==> src/rtl/uart_pkg.sv <==
// Shared widths, packer state encoding and timeout default
// for the UART receive word packer.
package uart_pkg;

   localparam int UART_BYTE_W     = 8;
   localparam int UART_WORD_W     = 16;
   localparam int DEFAULT_TIMEOUT = 20000;

   typedef enum logic {
      IDLE    = 1'b0,
      HAVE_LO = 1'b1
   } pack_state_e;

   function automatic logic [UART_WORD_W-1:0] make_word(
      input logic [UART_BYTE_W-1:0] hi,
      input logic [UART_BYTE_W-1:0] lo
   );
      return {hi, lo};
   endfunction

endpackage

==> src/rtl/uart_rx_word_packer_if.sv <==
// Receiver-side byte strobe, host read port and status flags
// of the word packer.
interface uart_rx_word_packer_if
   import uart_pkg::*;
#(
   parameter int DEPTH = 8
);
   localparam int CW = $clog2(DEPTH) + 1;

   logic                   received;
   logic [UART_BYTE_W-1:0] rx_byte;
   logic                   recv_error;
   logic                   rd_en;
   logic [UART_WORD_W-1:0] rd_data;
   logic                   rd_valid;
   logic                   empty;
   logic                   full;
   logic [CW-1:0]          count;
   logic                   overflow;
   logic                   frame_error;
   logic                   timeout_err;
   logic                   clr_flags;

   modport master (
      output received, rx_byte, recv_error,
      output rd_en, clr_flags,
      input  rd_data, rd_valid, empty, full, count,
      input  overflow, frame_error, timeout_err
   );

   modport slave (
      input  received, rx_byte, recv_error,
      input  rd_en, clr_flags,
      output rd_data, rd_valid, empty, full, count,
      output overflow, frame_error, timeout_err
   );

endinterface

==> src/rtl/uart_word_fifo.sv <==
// Synchronous word FIFO with registered read port; a push
// into a full FIFO only succeeds when a pop frees a slot.
module uart_word_fifo #(
   parameter int DEPTH = 8,
   parameter int WIDTH = 16
) (
   input  logic                     clk,
   input  logic                     rst,
   input  logic                     push,
   input  logic [WIDTH-1:0]         push_data,
   input  logic                     pop,
   output logic [WIDTH-1:0]         pop_data,
   output logic                     empty,
   output logic                     full,
   output logic [$clog2(DEPTH):0]   count,
   output logic                     push_drop
);
   localparam int AW = $clog2(DEPTH);

   logic [WIDTH-1:0] mem [DEPTH];
   logic [AW-1:0]    wr_ptr;
   logic [AW-1:0]    rd_ptr;
   logic             do_push;
   logic             do_pop;

   assign empty     = (count == '0);
   assign full      = (count == (AW+1)'(DEPTH));
   assign do_pop    = pop & !empty;
   assign do_push   = push & (!full | do_pop);
   assign push_drop = push & full & !do_pop;

   always_ff @(posedge clk) begin
      if (do_push) mem[wr_ptr] <= push_data;
   end

   always_ff @(posedge clk or posedge rst) begin
      if (rst) begin
         wr_ptr   <= '0;
         rd_ptr   <= '0;
         count    <= '0;
         pop_data <= '0;
      end else begin
         if (do_push) wr_ptr <= wr_ptr + 1'b1;
         if (do_pop) begin
            rd_ptr   <= rd_ptr + 1'b1;
            pop_data <= mem[rd_ptr];
         end
         case ({do_push, do_pop})
            2'b10:   count <= count + 1'b1;
            2'b01:   count <= count - 1'b1;
            default: count <= count;
         endcase
      end
   end

endmodule

==> src/rtl/uart_rx_word_packer.sv <==
// Pairs UART bytes into little-endian words, buffers them,
// and recovers from stalled or corrupted pairs.
module uart_rx_word_packer
   import uart_pkg::*;
#(
   parameter int DEPTH          = 8,
   parameter int TIMEOUT_CYCLES = DEFAULT_TIMEOUT
) (
   input logic                 clk,
   input logic                 rst,
   uart_rx_word_packer_if.slave bus
);
   localparam int TW = (TIMEOUT_CYCLES > 0) ?
                       $clog2(TIMEOUT_CYCLES + 1) : 1;
   localparam logic [TW-1:0] TMO_LAST =
      TW'((TIMEOUT_CYCLES > 0) ? TIMEOUT_CYCLES - 1 : 0);

   pack_state_e            state;
   logic [UART_BYTE_W-1:0] lo_reg;
   logic [TW-1:0]          tmo_cnt;
   logic                   byte_ok;
   logic                   push;
   logic [UART_WORD_W-1:0] word;
   logic                   tmo_hit;
   logic                   push_drop;
   logic                   rd_valid_q;
   logic                   overflow_q;
   logic                   frame_q;
   logic                   timeout_q;

   assign byte_ok = bus.received & !bus.recv_error;
   assign push    = (state == HAVE_LO) & byte_ok;
   assign word    = make_word(bus.rx_byte, lo_reg);

   // a byte arriving in the expiry cycle still completes the word
   assign tmo_hit = (TIMEOUT_CYCLES != 0) &&
                    (state == HAVE_LO) &&
                    !bus.received && !bus.recv_error &&
                    (tmo_cnt == TMO_LAST);

   uart_word_fifo #(
      .DEPTH (DEPTH),
      .WIDTH (UART_WORD_W)
   ) u_fifo (
      .clk       (clk),
      .rst       (rst),
      .push      (push),
      .push_data (word),
      .pop       (bus.rd_en),
      .pop_data  (bus.rd_data),
      .empty     (bus.empty),
      .full      (bus.full),
      .count     (bus.count),
      .push_drop (push_drop)
   );

   always_ff @(posedge clk or posedge rst) begin
      if (rst) begin
         state   <= IDLE;
         lo_reg  <= '0;
         tmo_cnt <= '0;
      end else if (bus.recv_error) begin
         state   <= IDLE;
         tmo_cnt <= '0;
      end else begin
         unique case (state)
            IDLE: begin
               if (bus.received) begin
                  lo_reg  <= bus.rx_byte;
                  tmo_cnt <= '0;
                  state   <= HAVE_LO;
               end
            end
            HAVE_LO: begin
               if (bus.received || tmo_hit) begin
                  state <= IDLE;
               end else if (tmo_cnt != '1) begin
                  tmo_cnt <= tmo_cnt + 1'b1;
               end
            end
         endcase
      end
   end

   always_ff @(posedge clk or posedge rst) begin
      if (rst) begin
         rd_valid_q <= 1'b0;
         overflow_q <= 1'b0;
         frame_q    <= 1'b0;
         timeout_q  <= 1'b0;
      end else begin
         rd_valid_q <= bus.rd_en & !bus.empty;
         overflow_q <= push_drop |
                       (overflow_q & !bus.clr_flags);
         frame_q    <= bus.recv_error |
                       (frame_q & !bus.clr_flags);
         timeout_q  <= tmo_hit |
                       (timeout_q & !bus.clr_flags);
      end
   end

   assign bus.rd_valid    = rd_valid_q;
   assign bus.overflow    = overflow_q;
   assign bus.frame_error = frame_q;
   assign bus.timeout_err = timeout_q;

endmodule

==> src/flat_wrapper.sv <==
// flat-port wrapper written by rule: the top's interface ports become plain ports
module uart_rx_word_packer_flat import uart_pkg::*;
#(
   parameter int DEPTH          = 8,
   parameter int TIMEOUT_CYCLES = DEFAULT_TIMEOUT
)
  (clk, rst, bus_received, bus_rx_byte, bus_recv_error, bus_rd_en, bus_clr_flags, bus_rd_data, bus_rd_valid, bus_empty, bus_full, bus_count, bus_overflow, bus_frame_error, bus_timeout_err);
  uart_rx_word_packer_if #(.DEPTH(DEPTH)) bus_i ();
  input logic clk;
  input logic rst;
  input wire logic [$bits(bus_i.received)-1:0] bus_received;
  input wire logic [$bits(bus_i.rx_byte)-1:0] bus_rx_byte;
  input wire logic [$bits(bus_i.recv_error)-1:0] bus_recv_error;
  input wire logic [$bits(bus_i.rd_en)-1:0] bus_rd_en;
  input wire logic [$bits(bus_i.clr_flags)-1:0] bus_clr_flags;
  output wire logic [$bits(bus_i.rd_data)-1:0] bus_rd_data;
  output wire logic [$bits(bus_i.rd_valid)-1:0] bus_rd_valid;
  output wire logic [$bits(bus_i.empty)-1:0] bus_empty;
  output wire logic [$bits(bus_i.full)-1:0] bus_full;
  output wire logic [$bits(bus_i.count)-1:0] bus_count;
  output wire logic [$bits(bus_i.overflow)-1:0] bus_overflow;
  output wire logic [$bits(bus_i.frame_error)-1:0] bus_frame_error;
  output wire logic [$bits(bus_i.timeout_err)-1:0] bus_timeout_err;
  assign bus_i.received = bus_received;
  assign bus_i.rx_byte = bus_rx_byte;
  assign bus_i.recv_error = bus_recv_error;
  assign bus_i.rd_en = bus_rd_en;
  assign bus_i.clr_flags = bus_clr_flags;
  assign bus_rd_data = bus_i.rd_data;
  assign bus_rd_valid = bus_i.rd_valid;
  assign bus_empty = bus_i.empty;
  assign bus_full = bus_i.full;
  assign bus_count = bus_i.count;
  assign bus_overflow = bus_i.overflow;
  assign bus_frame_error = bus_i.frame_error;
  assign bus_timeout_err = bus_i.timeout_err;
  uart_rx_word_packer #(.DEPTH(DEPTH), .TIMEOUT_CYCLES(TIMEOUT_CYCLES)) u_core (.clk(clk), .rst(rst), .bus(bus_i));
endmodule
==> config.mk <==
export PLATFORM = sky130hd
export DESIGN_NAME = uart_rx_word_packer_flat
export DESIGN_NICKNAME = d
export VERILOG_FILES = /design/src/rtl/uart_pkg.sv /design/src/rtl/uart_rx_word_packer_if.sv /design/src/rtl/uart_word_fifo.sv /design/src/rtl/uart_rx_word_packer.sv /design/src/flat_wrapper.sv
export SDC_FILE = /design/constraint.sdc
export NUM_CORES = 1
export LEC_CHECK = 0
export CORE_MARGIN = 2
export CORE_UTILIZATION = 45
export DETAILED_ROUTE_END_ITERATION = 16
export PLACE_DENSITY_LB_ADDON = 0.12
export SKIP_LAST_GASP = 1
export SLEW_MARGIN = 20
export SYNTH_ARGS = -nofsm -noshare
export SYNTH_HDL_FRONTEND = slang
export SYNTH_SLANG_ARGS = --single-unit
==> constraint.sdc <==
create_clock -name clk -period 4 [get_ports clk]
set_input_delay 0.6 -clock clk [delete_from_list [all_inputs] [get_ports clk]]
set_output_delay 0.6 -clock clk [all_outputs]
set_load 0.03 [all_outputs]
==> flow_summary.yaml <==
critical_path:
  slowest_stage: "sky130_fd_sc_hd__clkdlybuf4s50_1"
  timing.critical_path.slowest_cell_delay_ps: 670
  timing.setup.critical_path_class: "flop to output port"
  cp_data_arrival_time_ps: 2270
  cp-startpoint: "u_core.u_fifo.count[0]"
  worst_setup_path_start_kind: "flop"
  reg2reg_setup_slack_ps: 1360
  worst-r2r-cell-count: 10
  largest_driver_fanout_on_the_critical_path: 6
  critPathRequiredTime_ps: 3400
  worst-path-buf-inv: 2
  cp_cell_sequence: "nor3_1 > nand2b_1 > inv_2 > clkdlybuf4s50_1"
  crit_family: "buffers and inverters"
  r2r_start: "u_core.u_fifo.count[0]"
  worstReg2RegEnd: "u_core.u_fifo.count[3]"
  end_kind: "output port"
sta:
  report.final.slew_viol_count: 0
  rsz0062_at_grt: "no"
  hold_viol_final: 0
  final.setup.tns_ps: 0
  worst_slack_ps: 1127
  worst_setup_skew_after_layout_ps: 8.048
  setup_violations: 0
  min_period_over_period_pct: 71.82
  relSlewSlack_pct: 28.07
  period_needed_ps: 2873
  max_clock_freq_mhz: 348.1
  slew_worst_pin_ps: 1079
cells_and_area:
  postLayoutCoreUtil_pct: 54.14
  stdcell_count: 727
  area_growth_syn_to_layout_pct: 17.56
  fin_area_um2: 8601
  design.final.nets: 519
  most_common_cell_after_layout_fill_and_taps_aside: "sky130_fd_sc_hd__edfxtp_1"
  final_layout_size_suffix_gt1_share_pct: 18.40
  register_with_the_most_flip_flops: "u_core.u_fifo.mem"
  largest_register_ff_count: 128
  insertedDiodeCount: 0
  layout.cells.most_common_list: "sky130_fd_sc_hd__edfxtp_1 (128), sky130_fd_sc_hd__dfrtp_1 (52), sky130_fd_sc_hd__nand2_1 (41)"
  largestRegisters: "u_core.u_fifo.mem (128), u_core.u_fifo.pop_data (16), u_core.tmo_cnt (15)"
synth:
  ys_ff_latch: 182
  syn-cell-area_um2: 7316
  syn-instance-count: 444
  synth_flop_cell: "sky130_fd_sc_hd__edfxtp_1"
  synth_largest_area_cell: "sky130_fd_sc_hd__edfxtp_1"
  synth.top_cells.by_area: "sky130_fd_sc_hd__edfxtp_1 (53%), sky130_fd_sc_hd__dfrtp_1 (18%), sky130_fd_sc_hd__mux4_2 (9.9%)"
  syn_avg_cell_area_um2: 16.48
  synth.net_count: 464
  yosysSeqAreaShare_pct: 71.01
  synth-edff-count: 128
  synth_largest_type_area_fraction_pct: 52.54
  synthArstFlopShare_pct: 29.67
  netlist-cell-type-count: 45
  yosys_warnings: 0
routing:
  post-route-drc-count: 0
  viasPerCell: 5.331
  final_antenna_net_count: 0
  detail_route.first_pass.iterations: 4
  totalWireLength_um: 14120
  initialDrtViolationCount: 363
  total_via_count_after_detailed_routing: 3876
  routedWlPerCell_um: 19.43
clock_tree:
  tritoncts_clock_tree: "done"
  post_cts.repair.setup_buffers: 0
  clock_tree.buffer_depth: 2
  cts-buffers-inserted: 17
  htree_levels: 4
  ctsResizeCount: 0
  cts.root.buffer_cell: "sky130_fd_sc_hd__clkbuf_16"
  cts_hold_buf: 0
  clock_sinks: 182
  cts.reportedPaths.clkPinSlew_ps: 60
  clkLatencyLatePin_ps: 420
global_routing:
  grt_max_degree: 45
  number_of_global_route_vias_before_repair: 3879
  grt_antenna_before_repair: 0
  grt_pass1_wl_um: 22470
  globalRouteTotalUtil_pct: 17.44
  grt_remaining_overflow: 0
worst_hold_path:
  min_to: "u_core.u_fifo.pop_data[9]"
  worstHoldPathCells: 2
  hp-class: "flop to flop"
  min-delay-start: "u_core.u_fifo.pop_data[9]"
floorplanning:
  die_h_um: 131.5
  initial_core_util_pct: 46.05
  die-width_um: 131.5
  die-area_um2: 17290
  core_um2: 15890
  io_pins: 40
  std_cell_rows: 46
power_and_ir_drop:
  power_density_nw_per_um2: 642.6
  p_leak_nw: 3.036
  worst_ir_drop_vdd_uv: 377.2
placement:
  detailed_place.area_um2: 8018
  numPortBuffers: 39
  placed_wire_length_estimate_um: 9009
  preCtsSetupSlack_ps: 890.9
  gp_congestion: 0.8037
  place_inst: 696
outcome:
  run_status: "finished clean"
run:
  max-cap-violations: 0
## worst max path at each step
stage | endpoint | cells past startpoint
after floorplan | u_core.u_fifo.mem[0][0] | 5
after global placement | u_core.u_fifo.mem[0][0] | 7
after detailed placement | u_core.u_fifo.count[3] | 10
after CTS | bus_empty | 4
after global routing | bus_empty | 4
final | bus_empty | 4
## Yosys cell counts (2+ instances only)
library cell / n
sky130_fd_sc_hd__buf_2: 4
sky130_fd_sc_hd__mux2i_1: 18
sky130_fd_sc_hd__nor2b_1: 6
sky130_fd_sc_hd__or4_1: 2
sky130_fd_sc_hd__o211ai_1: 2
sky130_fd_sc_hd__o21ai_1: 10
sky130_fd_sc_hd__dfrtp_1: 54
sky130_fd_sc_hd__o31ai_1: 8
sky130_fd_sc_hd__a21oi_1: 4
sky130_fd_sc_hd__nand2b_1: 8
sky130_fd_sc_hd__clkbuf_1: 9
sky130_fd_sc_hd__buf_1: 2
sky130_fd_sc_hd__nor2_1: 19
sky130_fd_sc_hd__nand4_1: 4
sky130_fd_sc_hd__nand2_1: 41
sky130_fd_sc_hd__nor3_1: 6
sky130_fd_sc_hd__mux4_2: 32
sky130_fd_sc_hd__ha_1: 5
sky130_fd_sc_hd__inv_1: 9
sky130_fd_sc_hd__edfxtp_1: 128
sky130_fd_sc_hd__mux2_2: 9
sky130_fd_sc_hd__o21ai_2: 3
sky130_fd_sc_hd__xnor2_1: 4
sky130_fd_sc_hd__o21ai_0: 23
sky130_fd_sc_hd__a21o_1: 2
sky130_fd_sc_hd__nand3b_1: 2
sky130_fd_sc_hd__and2_1: 2
sky130_fd_sc_hd__nand3_1: 9
sky130_fd_sc_hd__a31oi_1: 3
## area by class of cell
type / count / area (µm²)
Multi-Input combinational cell: 236 / 2024
Clock inverter: 10 / 121.4
Clock buffer: 21 / 460.4
Fill cell: 1295 / 7284
Timing Repair Buffer: 52 / 488.0
Inverter: 10 / 38.79
Sequential cell: 182 / 5197
Tap cell: 216 / 270.3
## stage by stage
step,hold slack (ps),power (mW)
after global routing,509.4,5.793
after CTS,484.7,5.588
final,479.7,5.527
after global placement,462.0,3.940
after detailed placement,469.6,3.957
after floorplan,470.1,3.429
## report_power, final
part | internal [mW] | total (mW) | leakage, nW | switching [mW]
Combinational | 0.700 | 1.36 | 0.931 | 0.657
Clock | 0.954 | 1.63 | 0.274 | 0.678
Sequential | 2.23 | 2.54 | 1.83 | 0.311
## tightest hold or removal path, stage by stage (launching register included)
cell and delay (ps):
sky130_fd_sc_hd__dfrtp_1 340, sky130_fd_sc_hd__nand2_1 50, sky130_fd_sc_hd__o21ai_0 60
## layer usage
metal,global-route usage (%),routed length (µm),vias up
met5,0,0,-
met2,25.95,6542,69
met4,5.978,172,0
li1,-,-,1816
met1,25.73,6737,1978
met3,3.704,668,13
## logic make-up (layout without fill, tap and decap cells)
logic type	after synthesis	count (layout)	synth area share, %
flops	182	182	71.01
buf+inv	26	93	1.454
compound gates	61	61	5.199
mux	59	59	13.70
xor+xnor	5	5	0.5986
fa+ha+maj	6	6	1.129
simple gates	105	105	6.910
Note: power is estimated with default switching activity, not from simulation.
